`config.mk`:
```
export PLATFORM = sky130hd
export DESIGN_NAME = alu_issue_stage
export DESIGN_NICKNAME = d
export VERILOG_FILES = /design/src/rtl/alu_issue_stage.sv
export SDC_FILE = /design/constraint.sdc
export NUM_CORES = 1
export LEC_CHECK = 0
export ABC_CLOCK_PERIOD_IN_PS = 3000
export CAP_MARGIN = 20
export CORE_MARGIN = 10
export CORE_UTILIZATION = 50
export CTS_CLUSTER_SIZE = 24
export DETAILED_ROUTE_END_ITERATION = 8
export PLACE_DENSITY = 0.85
export SLEW_MARGIN = 25
export SYNTH_ARGS = -nofsm -noshare
export SYNTH_HDL_FRONTEND = slang
export SYNTH_SLANG_ARGS = --single-unit
```
`constraint.sdc`:
```
create_clock -name clk -period 3 [get_ports clk]
set_input_delay 0.9 -clock clk [delete_from_list [all_inputs] [get_ports clk]]
set_output_delay 0.9 -clock clk [all_outputs]
set_load 0.02 [all_outputs]
```
`src/rtl/alu_issue_stage.sv`:
```
`default_nettype none
// ============================================================================
//  Module   : alu_issue_stage
//  Purpose  : Issue stage in front of the 16-bit ALU. Decodes opcode/funct
//             into an ALUop, selects/extends operand 2, buffers packets in a
//             2-entry FIFO and presents registered operands to the consumer.
//  Revision : 1.0  initial release
// ============================================================================
module alu_issue_stage #(
    parameter int INTERNAL_BITS = 16,
    parameter int ALUOP_BITS    = 4,
    parameter int IMM_BITS      = 8,
    parameter int DEPTH         = 2
) (
    input  logic                     clk,
    input  logic                     rst_n,
    // upstream handshake and decoded fields
    input  logic                     in_valid,
    output logic                     in_ready,
    input  logic [5:0]               opcode,
    input  logic [5:0]               funct,
    input  logic [INTERNAL_BITS-1:0] rs_val,
    input  logic [INTERNAL_BITS-1:0] rt_val,
    input  logic [IMM_BITS-1:0]      imm,
    // downstream handshake toward the EX/WB latch
    output logic                     out_valid,
    input  logic                     out_ready,
    output logic [INTERNAL_BITS-1:0] Data_in1,
    output logic [INTERNAL_BITS-1:0] Data_in2,
    output logic [ALUOP_BITS-1:0]    ALUop,
    // sticky error flag for dropped, undecodable packets
    output logic                     illegal,
    input  logic                     illegal_clr
);

    // ------------------------------------------------------------------
    // Constants
    // ------------------------------------------------------------------
    localparam logic [ALUOP_BITS-1:0] c_aluop_and = ALUOP_BITS'(4'b0000);
    localparam logic [ALUOP_BITS-1:0] c_aluop_or  = ALUOP_BITS'(4'b0001);
    localparam logic [ALUOP_BITS-1:0] c_aluop_add = ALUOP_BITS'(4'b0010);
    localparam logic [ALUOP_BITS-1:0] c_aluop_sub = ALUOP_BITS'(4'b0110);
    localparam logic [ALUOP_BITS-1:0] c_aluop_slt = ALUOP_BITS'(4'b0111);
    localparam logic [ALUOP_BITS-1:0] c_aluop_nor = ALUOP_BITS'(4'b1100);

    localparam logic [5:0] c_opc_rtype = 6'h00;
    localparam logic [5:0] c_opc_beq   = 6'h04;
    localparam logic [5:0] c_opc_addi  = 6'h08;
    localparam logic [5:0] c_opc_slti  = 6'h0A;
    localparam logic [5:0] c_opc_andi  = 6'h0C;
    localparam logic [5:0] c_opc_ori   = 6'h0D;

    localparam logic [5:0] c_fn_add = 6'h20;
    localparam logic [5:0] c_fn_sub = 6'h22;
    localparam logic [5:0] c_fn_and = 6'h24;
    localparam logic [5:0] c_fn_or  = 6'h25;
    localparam logic [5:0] c_fn_nor = 6'h27;
    localparam logic [5:0] c_fn_slt = 6'h2A;

    // One FIFO entry is {operand1, operand2, aluop}
    localparam int          c_entry_w = 2 * INTERNAL_BITS + ALUOP_BITS;
    localparam logic [1:0]  c_depth   = 2'(DEPTH);

    // ------------------------------------------------------------------
    // Immediate extension (sign and zero)
    // ------------------------------------------------------------------
    logic [INTERNAL_BITS-1:0] w_imm_sext;
    logic [INTERNAL_BITS-1:0] w_imm_zext;

    generate
        if (INTERNAL_BITS > IMM_BITS) begin : g_ext_pad
            assign w_imm_sext = {{(INTERNAL_BITS-IMM_BITS){imm[IMM_BITS-1]}}, imm};
            assign w_imm_zext = {{(INTERNAL_BITS-IMM_BITS){1'b0}}, imm};
        end else begin : g_ext_none
            // Immediate already spans the full datapath width
            assign w_imm_sext = imm;
            assign w_imm_zext = imm;
        end
    endgenerate

    // ------------------------------------------------------------------
    // Decode
    // ------------------------------------------------------------------
    logic                     w_legal;
    logic [ALUOP_BITS-1:0]    w_aluop;
    logic [INTERNAL_BITS-1:0] w_op2;

    // Translate opcode/funct into ALUop and pick operand 2
    always_comb begin
        w_legal = 1'b0;
        w_aluop = c_aluop_and;
        w_op2   = rt_val;
        case (opcode)
            c_opc_rtype: begin
                w_op2   = rt_val;
                w_legal = 1'b1;
                case (funct)
                    c_fn_and: w_aluop = c_aluop_and;
                    c_fn_or:  w_aluop = c_aluop_or;
                    c_fn_add: w_aluop = c_aluop_add;
                    c_fn_sub: w_aluop = c_aluop_sub;
                    c_fn_slt: w_aluop = c_aluop_slt;
                    c_fn_nor: w_aluop = c_aluop_nor;
                    default:  w_legal = 1'b0;
                endcase
            end
            c_opc_addi: begin
                w_legal = 1'b1;
                w_aluop = c_aluop_add;
                w_op2   = w_imm_sext;
            end
            c_opc_slti: begin
                w_legal = 1'b1;
                w_aluop = c_aluop_slt;
                w_op2   = w_imm_sext;
            end
            c_opc_andi: begin
                w_legal = 1'b1;
                w_aluop = c_aluop_and;
                w_op2   = w_imm_zext;
            end
            c_opc_ori: begin
                w_legal = 1'b1;
                w_aluop = c_aluop_or;
                w_op2   = w_imm_zext;
            end
            c_opc_beq: begin
                w_legal = 1'b1;
                w_aluop = c_aluop_sub;
                w_op2   = rt_val;
            end
            default: begin
                w_legal = 1'b0;
            end
        endcase
    end

    // ------------------------------------------------------------------
    // FIFO state
    // ------------------------------------------------------------------
    logic [DEPTH-1:0][c_entry_w-1:0] mem_q, mem_d;
    logic                            wr_ptr_q, wr_ptr_d;
    logic                            rd_ptr_q, rd_ptr_d;
    logic [1:0]                      count_q, count_d;
    logic [c_entry_w-1:0]            head_q, head_d;
    logic                            illegal_q, illegal_d;

    logic w_accept;
    logic w_push;
    logic w_pop;

    // Ready depends only on stored occupancy, never on out_ready
    assign in_ready  = (count_q < c_depth);
    assign out_valid = (count_q != 2'd0);

    assign w_accept = in_valid && in_ready;
    assign w_push   = w_accept && w_legal;
    assign w_pop    = out_valid && out_ready;

    // Next-state for storage, pointers, occupancy and the output head register
    always_comb begin
        mem_d    = mem_q;
        wr_ptr_d = wr_ptr_q;
        rd_ptr_d = rd_ptr_q;
        count_d  = count_q;
        head_d   = head_q;

        if (w_push) begin
            mem_d[wr_ptr_q] = {rs_val, w_op2, w_aluop};
            wr_ptr_d        = ~wr_ptr_q;
        end
        if (w_pop) begin
            rd_ptr_d = ~rd_ptr_q;
        end

        case ({w_push, w_pop})
            2'b10:   count_d = count_q + 2'd1;
            2'b01:   count_d = count_q - 2'd1;
            default: count_d = count_q;
        endcase

        // Head register mirrors the entry that will be at the front after this
        // edge; when the FIFO drains it keeps the last popped packet.
        if (count_d != 2'd0) begin
            head_d = mem_d[rd_ptr_d];
        end
    end

    // Sticky illegal flag: a new illegal accept wins over a clear
    always_comb begin
        illegal_d = illegal_q;
        if (w_accept && !w_legal) begin
            illegal_d = 1'b1;
        end else if (illegal_clr) begin
            illegal_d = 1'b0;
        end
    end

    // State registers with asynchronous active-low reset
    always_ff @(posedge clk or negedge rst_n) begin
        if (!rst_n) begin
            mem_q     <= '0;
            wr_ptr_q  <= 1'b0;
            rd_ptr_q  <= 1'b0;
            count_q   <= 2'd0;
            head_q    <= '0;
            illegal_q <= 1'b0;
        end else begin
            mem_q     <= mem_d;
            wr_ptr_q  <= wr_ptr_d;
            rd_ptr_q  <= rd_ptr_d;
            count_q   <= count_d;
            head_q    <= head_d;
            illegal_q <= illegal_d;
        end
    end

    // ------------------------------------------------------------------
    // Outputs
    // ------------------------------------------------------------------
    assign Data_in1 = head_q[c_entry_w-1 -: INTERNAL_BITS];
    assign Data_in2 = head_q[ALUOP_BITS +: INTERNAL_BITS];
    assign ALUop    = head_q[ALUOP_BITS-1:0];
    assign illegal  = illegal_q;

endmodule
`default_nettype wire

```
==> flow_summary_export.csv <==
group,metric,value,unit
timing,timing.fmax,0.3417,GHz
global_route,grt_pass1_wl,29340,um
critical_path,required,3420,ps
timing,hold_viol,0,
critical_path,crit_start,"opcode[0]",
timing,post-route-min-period,2927,ps
routing,vias_per_cell,6.098,
critical_path,cp-start-kind,"input pin",
flow_run,cap_violations,0,
floorplanning,die_h,121.2,um
logic_synthesis,syn-cell-area,0.005116,sq mm
routing,first_pass_iters,5,
hold_path,hp-class,"input pin to asynchronous set/reset pin",
cells_and_area,final_nets,776,
placement,io_buffers,95,
cells_and_area,drive_gt1_share,22.60,%
global_route,grt_use_total,25.24,%
clock_tree,worstSkewPairLatency,520,ps
logic_synthesis,synth_cells,551,
critical_path,r2r-start,"count_q[0]",
clock_tree,h-tree-depth,4,
power_and_ir_drop,p_clk_share,21.5,%
floorplanning,coreArea,0.009864,sq mm
cells_and_area,diodes,0,
logic_synthesis,ys_seq_elements,113,
floorplanning,boundaryPins,96,
critical_path,crit_type,"input pin to flop",
routing,wl,18540,um
power_and_ir_drop,powerDensity,1177,mW/mm^2
critical_path,cp_slowest_stage_delay,290,ps
logic_synthesis,synth_seq_area_share,55.27,%
logic_synthesis,synth_area_leaders,"dfrtp_1 55%, nand2_1 9.8%, nor3_1 3.3%",
cells_and_area,final_common_cell,"nand2_1",
logic_synthesis,syn_nets,609,
routing,wl_per_cell,21.49,um
placement,pre_cts_slack,-607.1,ps
placement,gp_routability_congestion,0.8448,
routing,postRouteAntennaNets,0,
timing,slew_viol_final,0,
critical_path,crit_path_end_kind,"flop",
logic_synthesis,synth.top_cell.area_share,55.27,%
timing,maxSlewHeadroom,59.41,%
power_and_ir_drop,power.internal,5.719,mW
power_and_ir_drop,power.leakage,3.903,nW
cells_and_area,final_cell_mix,"128 x nand2_1, 113 x dfrtp_1, 82 x clkdlybuf4s50_1, 70 x buf_4, 34 x nor3_1",
global_route,grt_max_degree,46,
power_and_ir_drop,switching_share,38.28,%
critical_path,cp_slowest_cell,"a211o_1",
timing,setup_viol,0,
timing,fin_ws,73.29,ps
routing,vias,5263,
timing,fin_worst_skew,6.740,ps
clock_tree,clk_pin_slew_worst_paths,60,ps
logic_synthesis,synth-async-reset-ratio,100.0,%
floorplanning,die-area,0.01468,sq mm
cells_and_area,fin_util,79.79,%
power_and_ir_drop,power_frac_comb,50.5,%
critical_path,path_cells,"dlygate4sd2_1 > nor2_2 > and4_1 > a22o_1 > nand2_4 > ha_4 > xnor2_4 > nor2_4 > xnor2_4 > o21ai_4 > buf_12 > buf_12 > a211o_1 > o211ai_1",
logic_synthesis,ys_types,47,
power_and_ir_drop,p_switching,3.547,mW
critical_path,arrival,3340,ps
logic_synthesis,synth_area_leader_cell,"dfrtp_1",
logic_synthesis,synthFlopType,"dfrtp_1",
run_status,status,"finished, final reports clean",
critical_path,worstReg2RegEnd,"head_q[11]",
routing,drt-initial-drc-count,472,
clock_tree,cts_sinks,113,
cells_and_area,syn2layout_area_growth,53.85,%
timing,hold_slack,382.5,ps
clock_tree,cts_tree,"built",
clock_tree,cts-root-buf,"clkbuf_8",
power_and_ir_drop,seqPwrFrac,28.0,%
floorplanning,row_count,36,
placement,place_hpwl,11200,um
timing,timing.final.crit_share,97.56,%
global_route,antenna_found_initial,0,
logic_synthesis,synth_area_per_cell,9.285,sq um
timing,worst_slew_pin_slew,608.8,ps
critical_path,reg2reg_slack,440,ps
global_route,grt_pass1_vias,5616,
floorplanning,start_util,51.86,%
global_route,grt_overflow,0,
critical_path,cp_max_fo,5,
floorplanning,fp.dieW,121.2,um
cells_and_area,fillCellCount,496,
logic_synthesis,ys_warn_count,0,
logic_synthesis,synth-edff-count,0,
routing,route.detailed.drc,0,
clock_tree,cts_buffer_depth,2,
power_and_ir_drop,ir_worst_vdd,695.4,uV
clock_tree,numCtsBuffers,17,
critical_path,rr_worst_depth,11,
==> timing repair <==
item,4_1_cts,5_1_grt
setup buffers,4,9
setup endpoints to repair,32,34
pin swaps,7,13
cloned,1,0
hold buffers,0,0
resized for setup,11,19
==> how the worst max path moves through the flow <==
stage / endpoint / cells past startpoint
floorplan: head_q[2] / 13
global placement: head_q[2] / 12
detailed placement: head_q[33] / 13
CTS: head_q[11] / 14
global route: head_q[11] / 14
finish: head_q[11] / 14
==> cells in the mapped netlist, types with 2 or more instances <==
library cell  number
nand2_1          134
dfrtp_1          113
nor3_1            34
a21oi_1           32
inv_1             30
nor2_1            26
clkbuf_1          18
nand3_1           18
o21ai_0           18
o41ai_1           16
buf_2             15
mux2i_1           10
and3_1             8
o221ai_1           8
a211o_1            7
o211ai_1           7
o21bai_1           7
a211oi_1           4
a221o_1            4
a22o_1             4
and2_1             4
xnor2_1            4
nand2b_1           3
buf_1              2
nor2b_1            2
o21ai_1            2
==> cells by family (layout without fill, tap and decap cells) <==
group,Yosys count,after routing,share of synthesized area (%)
compound gates,118,118,15.95
xor+xnor,5,5,0.8559
fa+ha+maj,1,1,0.2445
buf+inv,66,245,5.233
flops,113,113,55.27
mux,12,12,2.470
simple gates,236,236,19.98
==> state kept, by name, summed over array words and instances (netlist names) <==
signal,cells
count_q,2
head_q,36
illegal,1
mem_q,72
rd_ptr_q,1
wr_ptr_q,1
==> power by group through the flow <==
stage                     combinational (mW)  clock (mW)  sequential (mW)
after floorplan                         2.13           0             2.71
after global placement                  3.93           0             2.52
after detailed placement                4.10           0             2.55
after CTS                               4.51        2.00             2.57
after global routing                    4.95        2.06             2.64
final                                   4.68        1.99             2.60
==> layout make-up <==
type / count / area (sq um) / share of cell area (%)
Clock buffer: 20 / 445.4 / 5.659
Clock inverter: 11 / 137.6 / 1.749
Inverter: 30 / 112.6 / 1.431
Multi-Input combinational cell: 372 / 2321 / 29.49
Sequential cell: 113 / 2828 / 35.92
Tap cell: 133 / 166.4 / 2.114
Timing Repair Buffer: 184 / 1861 / 23.64
==> per-layer routing <==
layer	GRT usage, %	wire (um)
met5	0	0
met4	15.87	946
met1	29.17	6872
met2	41.29	9199
met3	6.189	1525
==> per-stage QoR <==
stage	TNS [ps]	cells	power [mW]	area (sq um)
floorplan	-6927	551	4.846	5399
global placement	-33940	820	6.448	7062
detailed placement	-34090	820	6.652	7062
CTS	0	856	9.086	7761
global route	-31.33	863	9.658	7871
finish	0	863	9.265	7871
==> critical path, delay by kind of cell <==
kind	cells	cell delay [ps]
compound gates	4	750
buf+inv	3	550
simple gates	4	520
xor+xnor	2	430
fa+ha+maj	1	180
No activity file was read; power rests on OpenSTA's default activity.
